--- src/rtl/time_set_ctrl.sv ---
// time_set_ctrl: button-driven hour/minute editor that loads the timekeeper through a valid/ready handshake.
// Optional auto-repeat of a held inc/dec button is enabled by defining TIME_SET_REPEAT_EN.
module time_set_ctrl #(
    parameter int TIMEOUT_S     = 10,
    parameter int REPEAT_DELAY  = 500,
    parameter int REPEAT_PERIOD = 100
) (
    input  logic       clk,
    input  logic       rst,
    input  logic       tick_1hz,
    input  logic       btn_mode,
    input  logic       btn_inc,
    input  logic       btn_dec,
    input  logic [4:0] cur_hour,
    input  logic [5:0] cur_min,
    input  logic       set_ready,
    output logic       set_valid,
    output logic [4:0] set_hour,
    output logic [5:0] set_min,
    output logic       edit_active,
    output logic       edit_field,
    output logic [3:0] edit_Ht,
    output logic [3:0] edit_Hu,
    output logic [3:0] edit_Mt,
    output logic [3:0] edit_Mu
);

    typedef enum logic [1:0] {IDLE, EDIT_H, EDIT_M, COMMIT} state_t;

    state_t     state, state_next;
    logic [2:0] btn_prev;
    logic       mode_ev, inc_ev, dec_ev;
    logic       inc_go, dec_go;
    logic       editing;
    logic [5:0] idle_cnt, idle_cnt_next;
    logic [4:0] hour_next;
    logic [5:0] min_next;
    logic [2:0] min_tens;

    if (TIMEOUT_S < 1 || TIMEOUT_S > 63 || REPEAT_PERIOD < 1 || REPEAT_DELAY < REPEAT_PERIOD) begin : g_bad_param
        $error("time_set_ctrl: parameter out of range");
    end

    // Events are registered, so a press acts on the second clock edge after it is seen.
    always_ff @(posedge clk or posedge rst) begin
        if (rst) begin
            btn_prev <= '0;
            mode_ev  <= 1'b0;
            inc_ev   <= 1'b0;
            dec_ev   <= 1'b0;
        end else begin
            btn_prev <= {btn_mode, btn_inc, btn_dec};
            mode_ev  <= btn_mode & ~btn_prev[2];
            inc_ev   <= btn_inc  & ~btn_prev[1];
            dec_ev   <= btn_dec  & ~btn_prev[0];
        end
    end

    assign editing = (state == EDIT_H) || (state == EDIT_M);

`ifdef TIME_SET_REPEAT_EN
    localparam int RW = $clog2(REPEAT_DELAY + 1);
    logic [RW-1:0] rpt_cnt;
    logic          rpt_hold, rpt_step;

    assign rpt_hold = editing && (btn_prev[1] ^ btn_prev[0]);
    assign rpt_step = rpt_hold && (rpt_cnt == RW'(REPEAT_DELAY));

    // After the first repeat the counter reloads so later steps come every REPEAT_PERIOD cycles.
    always_ff @(posedge clk or posedge rst) begin
        if (rst)
            rpt_cnt <= '0;
        else if (!rpt_hold)
            rpt_cnt <= '0;
        else if (rpt_step)
            rpt_cnt <= RW'(REPEAT_DELAY - REPEAT_PERIOD + 1);
        else
            rpt_cnt <= rpt_cnt + 1'b1;
    end

    assign inc_go = (inc_ev & ~dec_ev) | (rpt_step & btn_prev[1]);
    assign dec_go = (dec_ev & ~inc_ev) | (rpt_step & btn_prev[0]);
`else
    assign inc_go = inc_ev & ~dec_ev;
    assign dec_go = dec_ev & ~inc_ev;
`endif

    always_comb begin
        state_next    = state;
        hour_next     = set_hour;
        min_next      = set_min;
        idle_cnt_next = idle_cnt;
        case (state)
            IDLE: begin
                if (mode_ev) begin
                    state_next    = EDIT_H;
                    hour_next     = cur_hour;
                    min_next      = cur_min;
                    idle_cnt_next = '0;
                end
            end
            EDIT_H, EDIT_M: begin
                if (mode_ev) begin
                    state_next    = (state == EDIT_H) ? EDIT_M : COMMIT;
                    idle_cnt_next = '0;
                end else if (inc_go || dec_go) begin
                    idle_cnt_next = '0;
                    if (state == EDIT_H) begin
                        if (inc_go)
                            hour_next = (set_hour == 5'd23) ? 5'd0 : set_hour + 5'd1;
                        else
                            hour_next = (set_hour == 5'd0) ? 5'd23 : set_hour - 5'd1;
                    end else begin
                        if (inc_go)
                            min_next = (set_min == 6'd59) ? 6'd0 : set_min + 6'd1;
                        else
                            min_next = (set_min == 6'd0) ? 6'd59 : set_min - 6'd1;
                    end
                end else if (tick_1hz) begin
                    if (idle_cnt == 6'(TIMEOUT_S - 1)) begin
                        state_next    = IDLE;
                        idle_cnt_next = '0;
                    end else begin
                        idle_cnt_next = idle_cnt + 6'd1;
                    end
                end
            end
            COMMIT: begin
                if (set_valid && set_ready)
                    state_next = IDLE;
            end
            default: state_next = IDLE;
        endcase
    end

    always_ff @(posedge clk or posedge rst) begin
        if (rst) begin
            state       <= IDLE;
            idle_cnt    <= '0;
            set_hour    <= '0;
            set_min     <= '0;
            set_valid   <= 1'b0;
            edit_active <= 1'b0;
            edit_field  <= 1'b0;
        end else begin
            state       <= state_next;
            idle_cnt    <= idle_cnt_next;
            set_hour    <= hour_next;
            set_min     <= min_next;
            set_valid   <= (state_next == COMMIT);
            edit_active <= (state_next != IDLE);
            edit_field  <= (state_next == EDIT_M);
        end
    end

    // Small-range binary to BCD by comparison against the tens boundaries.
    always_comb begin
        if (set_hour >= 5'd20) begin
            edit_Ht = 4'd2;
            edit_Hu = 4'(set_hour - 5'd20);
        end else if (set_hour >= 5'd10) begin
            edit_Ht = 4'd1;
            edit_Hu = 4'(set_hour - 5'd10);
        end else begin
            edit_Ht = 4'd0;
            edit_Hu = 4'(set_hour);
        end
        min_tens = 3'd0;
        for (int k = 1; k <= 5; k++) begin
            if (set_min >= 6'(10 * k))
                min_tens = 3'(k);
        end
        edit_Mt = {1'b0, min_tens};
        edit_Mu = 4'(set_min - 6'(10 * min_tens));
    end

endmodule

--- config.mk ---
export PLATFORM = sky130hd
export DESIGN_NAME = time_set_ctrl
export DESIGN_NICKNAME = d
export VERILOG_FILES = /design/src/rtl/time_set_ctrl.sv
export SDC_FILE = /design/constraint.sdc
export NUM_CORES = 1
export LEC_CHECK = 0
export ABC_CLOCK_PERIOD_IN_PS = 5600
export BUFFER_PORTS_ARGS = -buffer_cell sky130_fd_sc_hd__clkbuf_2
export CAP_MARGIN = 25
export CORE_UTILIZATION = 35
export DETAILED_ROUTE_END_ITERATION = 8
export PLACE_DENSITY = 0.64
export SLEW_MARGIN = 20
export SYNTH_ARGS = -nofsm -noshare
export SYNTH_HDL_FRONTEND = slang
export SYNTH_SLANG_ARGS = --single-unit
--- constraint.sdc ---
create_clock -name clk -period 5.6 [get_ports clk]
set_input_delay 1.12 -clock clk [delete_from_list [all_inputs] [get_ports clk]]
set_output_delay 1.12 -clock clk [all_outputs]
set_load 0.02 [all_outputs]
# Word-level counts from Yosys, hierarchy flattened
# Index checks and enable logic that the tools add are counted.
# W data, S select, Z words.
[word_totals]
register_bits = 28
in_bits = 18
output_inout_bits = 30
wordCells = 101
[classes]
addsub = 8
multipliers = 1
magnitude_cmp = 7
n_eq_ne = 14
n_mux = 39
bitwise = 10
reduce_logical = 11
[op_table]
columns = ["cell", "n"]
rows = [
  ["$mux W6", 12],
  ["$mux W5", 7],
  ["$pmux W6 S2", 2],
  ["$mux W2", 7],
  ["$add A6 B1 Y6 const B", 2],
  ["$ge A6 B5 Y1 const B", 2],
  ["$ge A6 B6 Y1 const B", 2],
  ["$mux W3", 4],
  ["$ne A2 B2 Y1 const B", 5],
  ["$pmux W5 S2", 1],
  ["$reduce_and A5 Y1", 2],
  ["$eq A2 B2 Y1 const B", 4],
  ["$mux W4", 2],
  ["$eq A6 B4 Y1 const B", 1],
  ["$eq A6 B6 Y1 const B", 1],
  ["$ge A6 B4 Y1 const B", 1],
  ["$logic_not A6 Y1", 1],
  ["$pmux W2 S3", 1],
  ["$sub A6 B1 Y6 const B", 1],
  ["$add A5 B1 Y5 const B", 1],
  ["$and A1 B1 Y1", 5],
  ["$eq A5 B5 Y1 const B", 1],
  ["$ge A5 B4 Y1 const B", 1],
  ["$ge A5 B5 Y1 const B", 1],
  ["other kinds (16)", 23],
]

# Logic depth before layout (Yosys ltp)
[logic_depth]
word_depth = 8
mapped_depth = 10
depth_no_buf = 10

# Worst setup path after synthesis
# OpenSTA, ideal clock, no wires.
[synth_path]
path_type = "register to output"
from = "register set_min[3]"
to = "output edit_Mu[3]"
arrival_time_ns = 2.373
required_time_ns = 4.480
path_slack_ns = 2.107
stages_incl_launch_ff = 9
cell_sequence = "dfrtp_1 > buf_2 > clkbuf_1 > o31ai_1 > a222oi_1 > ha_1 > fa_1 > xor2_1 > xnor2_1"
[synth_via]
elab_chain_cells = 8
word_cells_on_any_way = 12
[synth_rtl]
columns = ["item", "line_no", "source"]
rows = [
  ["start: declaration", "19", "output logic [5:0] set_min,"],
  ["start signal: assignment", "149", "set_min <= min_next;"],
  ["$ge A6 B4 Y1", "170", "if (set_min >= 6'(10 * k))"],
  ["$mux W1", "170", ""],
  ["$mux W3 (4 in series)", "170", ""],
  ["$mul A3 B3 Y3", "174", "edit_Mu = 4'(set_min - 6'(10 * min_tens));"],
  ["$sub A4 B4 Y4 (*)", "174", ""],
  ["end: declaration", "25", "output logic [3:0] edit_Mu"],
]
# Mark *: on every way between the ends. The rest lies on a longest branch, timed or not.

# Worst setup path after layout
# Same ends and word-level chain as after synthesis.

==> insert_results.sql <==
INSERT INTO impl_metrics (metric_group, metric, value, unit) VALUES
('synthesis', 'synthDistinctLibCells', '66', ''),
('power', 'leakage_power', '1.296', 'nW'),
('synthesis', 'netlist_instances', '287', ''),
('setup_path', 'cpLargestDelayFamily', 'compound AO/OA/AOI/OAI gates', ''),
('synthesis', 'count_of_flip_flops_with_a_built_in_enable_after_synthesis', '0', ''),
('clocking', 'cts-resized-gates', '0', ''),
('clocking', 'cts_max_path_buffers', '2', ''),
('timing', 'drv_slew', '0', ''),
('die', 'num_rows', '30', ''),
('cells_and_area', 'fillerInstances', '697', ''),
('synthesis', 'ys_seq_area_share', '28.48', '%'),
('global_route', 'grt_pass1_vias', '2012', ''),
('clocking', 'cts_post_setup_buffers_inserted', '0', ''),
('detailed_routing', 'first_iter_violations', '189', ''),
('cells_and_area', 'antenna_cell_count', '0', ''),
('power', 'powerDensity', '677.7', 'nW/um^2'),
('cells_and_area', 'post_route_cells_drive_above_1_share', '19.87', '%'),
('setup_path', 'critical-path-slowest-cell', 'sky130_fd_sc_hd__dfrtp_1', ''),
('global_route', 'grt_max_degree', '29', ''),
('status', 'status', 'finished clean', ''),
('setup_path', 'worstPathCellList', 'nor2b_1 -> a221o_1 -> a222oi_1 -> ha_1 -> fa_1 -> xor2_1 -> xnor2_1 -> clkbuf_2', ''),
('synthesis', 'synth_area', '2460', 'um^2'),
('timing', 'worstMarginPinSlew', '0.7055', 'ns'),
('placement', 'gp_routability_congestion', '0.8789', ''),
('hold_path', 'min_delay_worst_endpoint', 'inc_ev', ''),
('die', 'core_region_area', '6794', 'um^2'),
('hold_path', 'startpoint_of_the_worst_hold_path', 'btn_prev[1]', ''),
('placement', 'place_worst_setup_slack', '1.988', 'ns'),
('detailed_routing', 'wl', '5.704', 'mm'),
('global_route', 'global_route.usage.met2', '25.38', '%'),
('die', 'start_util', '36.21', '%'),
('timing', 'post-route-min-period', '3.927', 'ns'),
('timing', 'rsz0062_at_grt', 'no', ''),
('global_route', 'grt_overflow_total', '0', ''),
('clocking', 'insertion_delay', '0.29', 'ns'),
('die', 'die_height', '85.84', 'um'),
('hold_path', 'min_path_cells', '1', ''),
('timing', 'final-setup-viol-count', '0', ''),
('detailed_routing', 'drcViolationCount', '0', ''),
('synthesis', 'async_reset_ff_share', '100.0', '%'),
('synthesis', 'top_flip_flop_cell_by_instance_count_after_synthesis', 'sky130_fd_sc_hd__dfrtp_1', ''),
('run', 'timing.max_cap.violations', '0', ''),
('setup_path', 'timing.critical_path.fanout_max', '20', ''),
('clocking', 'clock-sinks', '28', ''),
('timing', 'final.period_utilization', '70.13', '%'),
('timing', 'post-route-worst-setup-slack', '1.673', 'ns'),
('timing', 'fin_setup_tns', '0', 'ns'),
('die', 'design.die.area', '7368', 'um^2'),
('setup_path', 'max_stage_delay', '0.61', 'ns'),
('cells_and_area', 'layout.nets', '359', ''),
('setup_path', 'worst_setup_path_start_kind', 'register', ''),
('power', 'ir_worst_vdd', '231.4', 'uV'),
('setup_path', 'category_of_the_worst_setup_path_capture_point', 'output port', ''),
('setup_path', 'rr_startpoint', 'state[1]', ''),
('timing', 'hold-worst-slack', '0.4002', 'ns'),
('die', 'ioPinCount', '48', ''),
('synthesis', 'syn_area_per_cell', '8.571', 'um^2'),
('detailed_routing', 'drt.antenna.violating_nets', '0', ''),
('clocking', 'tritoncts', 'done', ''),
('clocking', 'root_buffer_selected_by_cts', 'sky130_fd_sc_hd__clkbuf_8', ''),
('die', 'fp.dieW', '85.84', 'um'),
('setup_path', 'setup.reg_to_reg.worst_slack', '2.79', 'ns'),
('detailed_routing', 'num_vias', '2213', ''),
('global_route', 'grtUsageTotal', '16.33', '%'),
('clocking', 'cts.hold.buffers_added', '0', ''),
('global_route', 'global_route.peak_usage_layer', 'met2', ''),
('timing', 'final-hold-violation-count', '0', ''),
('power', 'fin_total_pwr', '0.001873', 'W'),
('synthesis', 'ys_ff_latch', '28', ''),
('clocking', 'cts-buffers-inserted', '3', ''),
('timing', 'timing.fmax', '0.2546', 'GHz');
==> flip-flops by register name, indices dropped and copies added (netlist names), 2 cells and up <==
register and flops:
set_hour 5, btn_prev 3, state 2, set_min 6, idle_cnt 6
==> where the power goes <==
group | leakage, nW | internal [W] | total [W] | switching (W)
combinational | 0.920 | 0.000529 | 0.00130 | 0.000768
sequential | 0.341 | 0.000267 | 0.000412 | 0.000145
clock | 0.0357 | 0.0000959 | 0.000164 | 0.0000683
total | 1.30 | 0.000892 | 0.00187 | 0.000981
==> per-stage QoR <==
step | instances | instance area [um^2]
CTS | 413 | 2764
global route | 413 | 2764
detailed placement | 409 | 2693
floorplan | 289 | 2467
global placement | 409 | 2693
finish | 413 | 2764
==> cells in the mapped netlist, types with 2 or more instances <==
cell type / instances / area share [%]
sky130_fd_sc_hd__nand3b_1: 3 / 0.92
sky130_fd_sc_hd__nor2b_1: 6 / 1.5
sky130_fd_sc_hd__nand4b_1: 2 / 0.71
sky130_fd_sc_hd__nor3_1: 4 / 0.81
sky130_fd_sc_hd__buf_4: 5 / 1.5
sky130_fd_sc_hd__a22oi_1: 2 / 0.61
sky130_fd_sc_hd__or3_1: 2 / 0.51
sky130_fd_sc_hd__ha_1: 22 / 11
sky130_fd_sc_hd__xnor2_1: 4 / 1.4
sky130_fd_sc_hd__clkbuf_1: 7 / 1.1
sky130_fd_sc_hd__buf_2: 5 / 1.0
sky130_fd_sc_hd__a222oi_1: 2 / 0.81
sky130_fd_sc_hd__a211o_1: 5 / 1.8
sky130_fd_sc_hd__inv_1: 25 / 3.8
sky130_fd_sc_hd__o221ai_1: 3 / 1.1
sky130_fd_sc_hd__a21boi_0: 2 / 0.61
sky130_fd_sc_hd__mux2_4: 2 / 1.2
sky130_fd_sc_hd__a32o_1: 2 / 0.81
sky130_fd_sc_hd__a31oi_1: 8 / 2.0
sky130_fd_sc_hd__a211oi_1: 4 / 1.2
sky130_fd_sc_hd__o211a_1: 2 / 0.81
sky130_fd_sc_hd__o32ai_1: 3 / 1.1
sky130_fd_sc_hd__and3b_1: 2 / 0.71
sky130_fd_sc_hd__nor2_1: 22 / 3.4
sky130_fd_sc_hd__dfrtp_1: 28 / 28
sky130_fd_sc_hd__nand2_1: 17 / 2.6
sky130_fd_sc_hd__o21a_1: 4 / 1.2
sky130_fd_sc_hd__nand3_1: 6 / 1.2
sky130_fd_sc_hd__a21bo_2: 2 / 0.81
sky130_fd_sc_hd__o21bai_1: 2 / 0.61
sky130_fd_sc_hd__xor2_1: 3 / 1.1
sky130_fd_sc_hd__buf_6: 2 / 0.92
sky130_fd_sc_hd__nand2b_1: 4 / 1.0
sky130_fd_sc_hd__a21oi_1: 12 / 2.4
sky130_fd_sc_hd__and2_1: 5 / 1.3
sky130_fd_sc_hd__o21ai_0: 18 / 3.7
sky130_fd_sc_hd__and3_1: 2 / 0.51
sky130_fd_sc_hd__o22ai_1: 5 / 1.3
sky130_fd_sc_hd__mux2i_1: 2 / 0.81
sky130_fd_sc_hd__o21ba_2: 2 / 0.81
sky130_fd_sc_hd__o31ai_1: 4 / 1.2
==> cell usage in the layout (no fill, tap or decap), types with 8 or more instances in the layout <==
master | synthesis | routed
sky130_fd_sc_hd__nor2_1 | 22 | 22
sky130_fd_sc_hd__o21ai_0 | 18 | 18
sky130_fd_sc_hd__clkbuf_2 | 0 | 44
sky130_fd_sc_hd__a21oi_1 | 12 | 12
sky130_fd_sc_hd__dfrtp_1 | 28 | 28
sky130_fd_sc_hd__inv_1 | 25 | 24
sky130_fd_sc_hd__ha_1 | 22 | 22
sky130_fd_sc_hd__nand2_1 | 17 | 17
sky130_fd_sc_hd__a31oi_1 | 8 | 8
==> cell families (layout without fill, tap and decap cells) <==
family / Yosys count / after routing / synth area share, %
flops: 28 / 28 / 28.48
other cells: 1 / 3 / 0.1524
simple gates: 86 / 86 / 18.97
fa+ha+maj: 23 / 23 / 12.00
compound gates: 91 / 91 / 26.30
buf+inv: 46 / 74 / 8.647
xor+xnor: 7 / 7 / 2.492
mux: 5 / 5 / 2.950
==> area by class of cell <==
cell class | instances | area (um^2) | area share, %
Clock buffer | 3 | 41.29 | 1.494
Clock inverter | 1 | 30.03 | 1.086
Inverter | 26 | 97.59 | 3.531
Multi-Input combinational cell | 215 | 1554 | 56.22
Sequential cell | 28 | 700.7 | 25.35
Tap cell | 96 | 120.1 | 4.346
Timing Repair Buffer | 44 | 220.2 | 7.967
==> metal layers <==
| layer | up-vias | wire length (um) |
|---|---|---|
| met5 | - | 0 |
| met4 | 0 | 59 |
| met3 | 6 | 234 |
| met2 | 54 | 2644 |
| met1 | 1060 | 2766 |
| li1 | 1093 | - |
==> how the worst max path moves through the flow <==
stage	start	to	slack [ns]	cells past startpoint
2_1_floorplan	set_min[3]	edit_Mu[3]	2.11	8
3_3_place_gp	set_min[3]	edit_Mu[3]	2.03	8
3_5_place_dp	set_min[3]	edit_Mu[3]	1.99	8
4_1_cts	set_min[3]	edit_Mu[3]	1.65	8
5_1_grt	set_min[3]	edit_Mu[3]	1.44	8
6_report	set_min[3]	edit_Mu[3]	1.67	8
No activity file was read; power rests on OpenSTA's default activity.
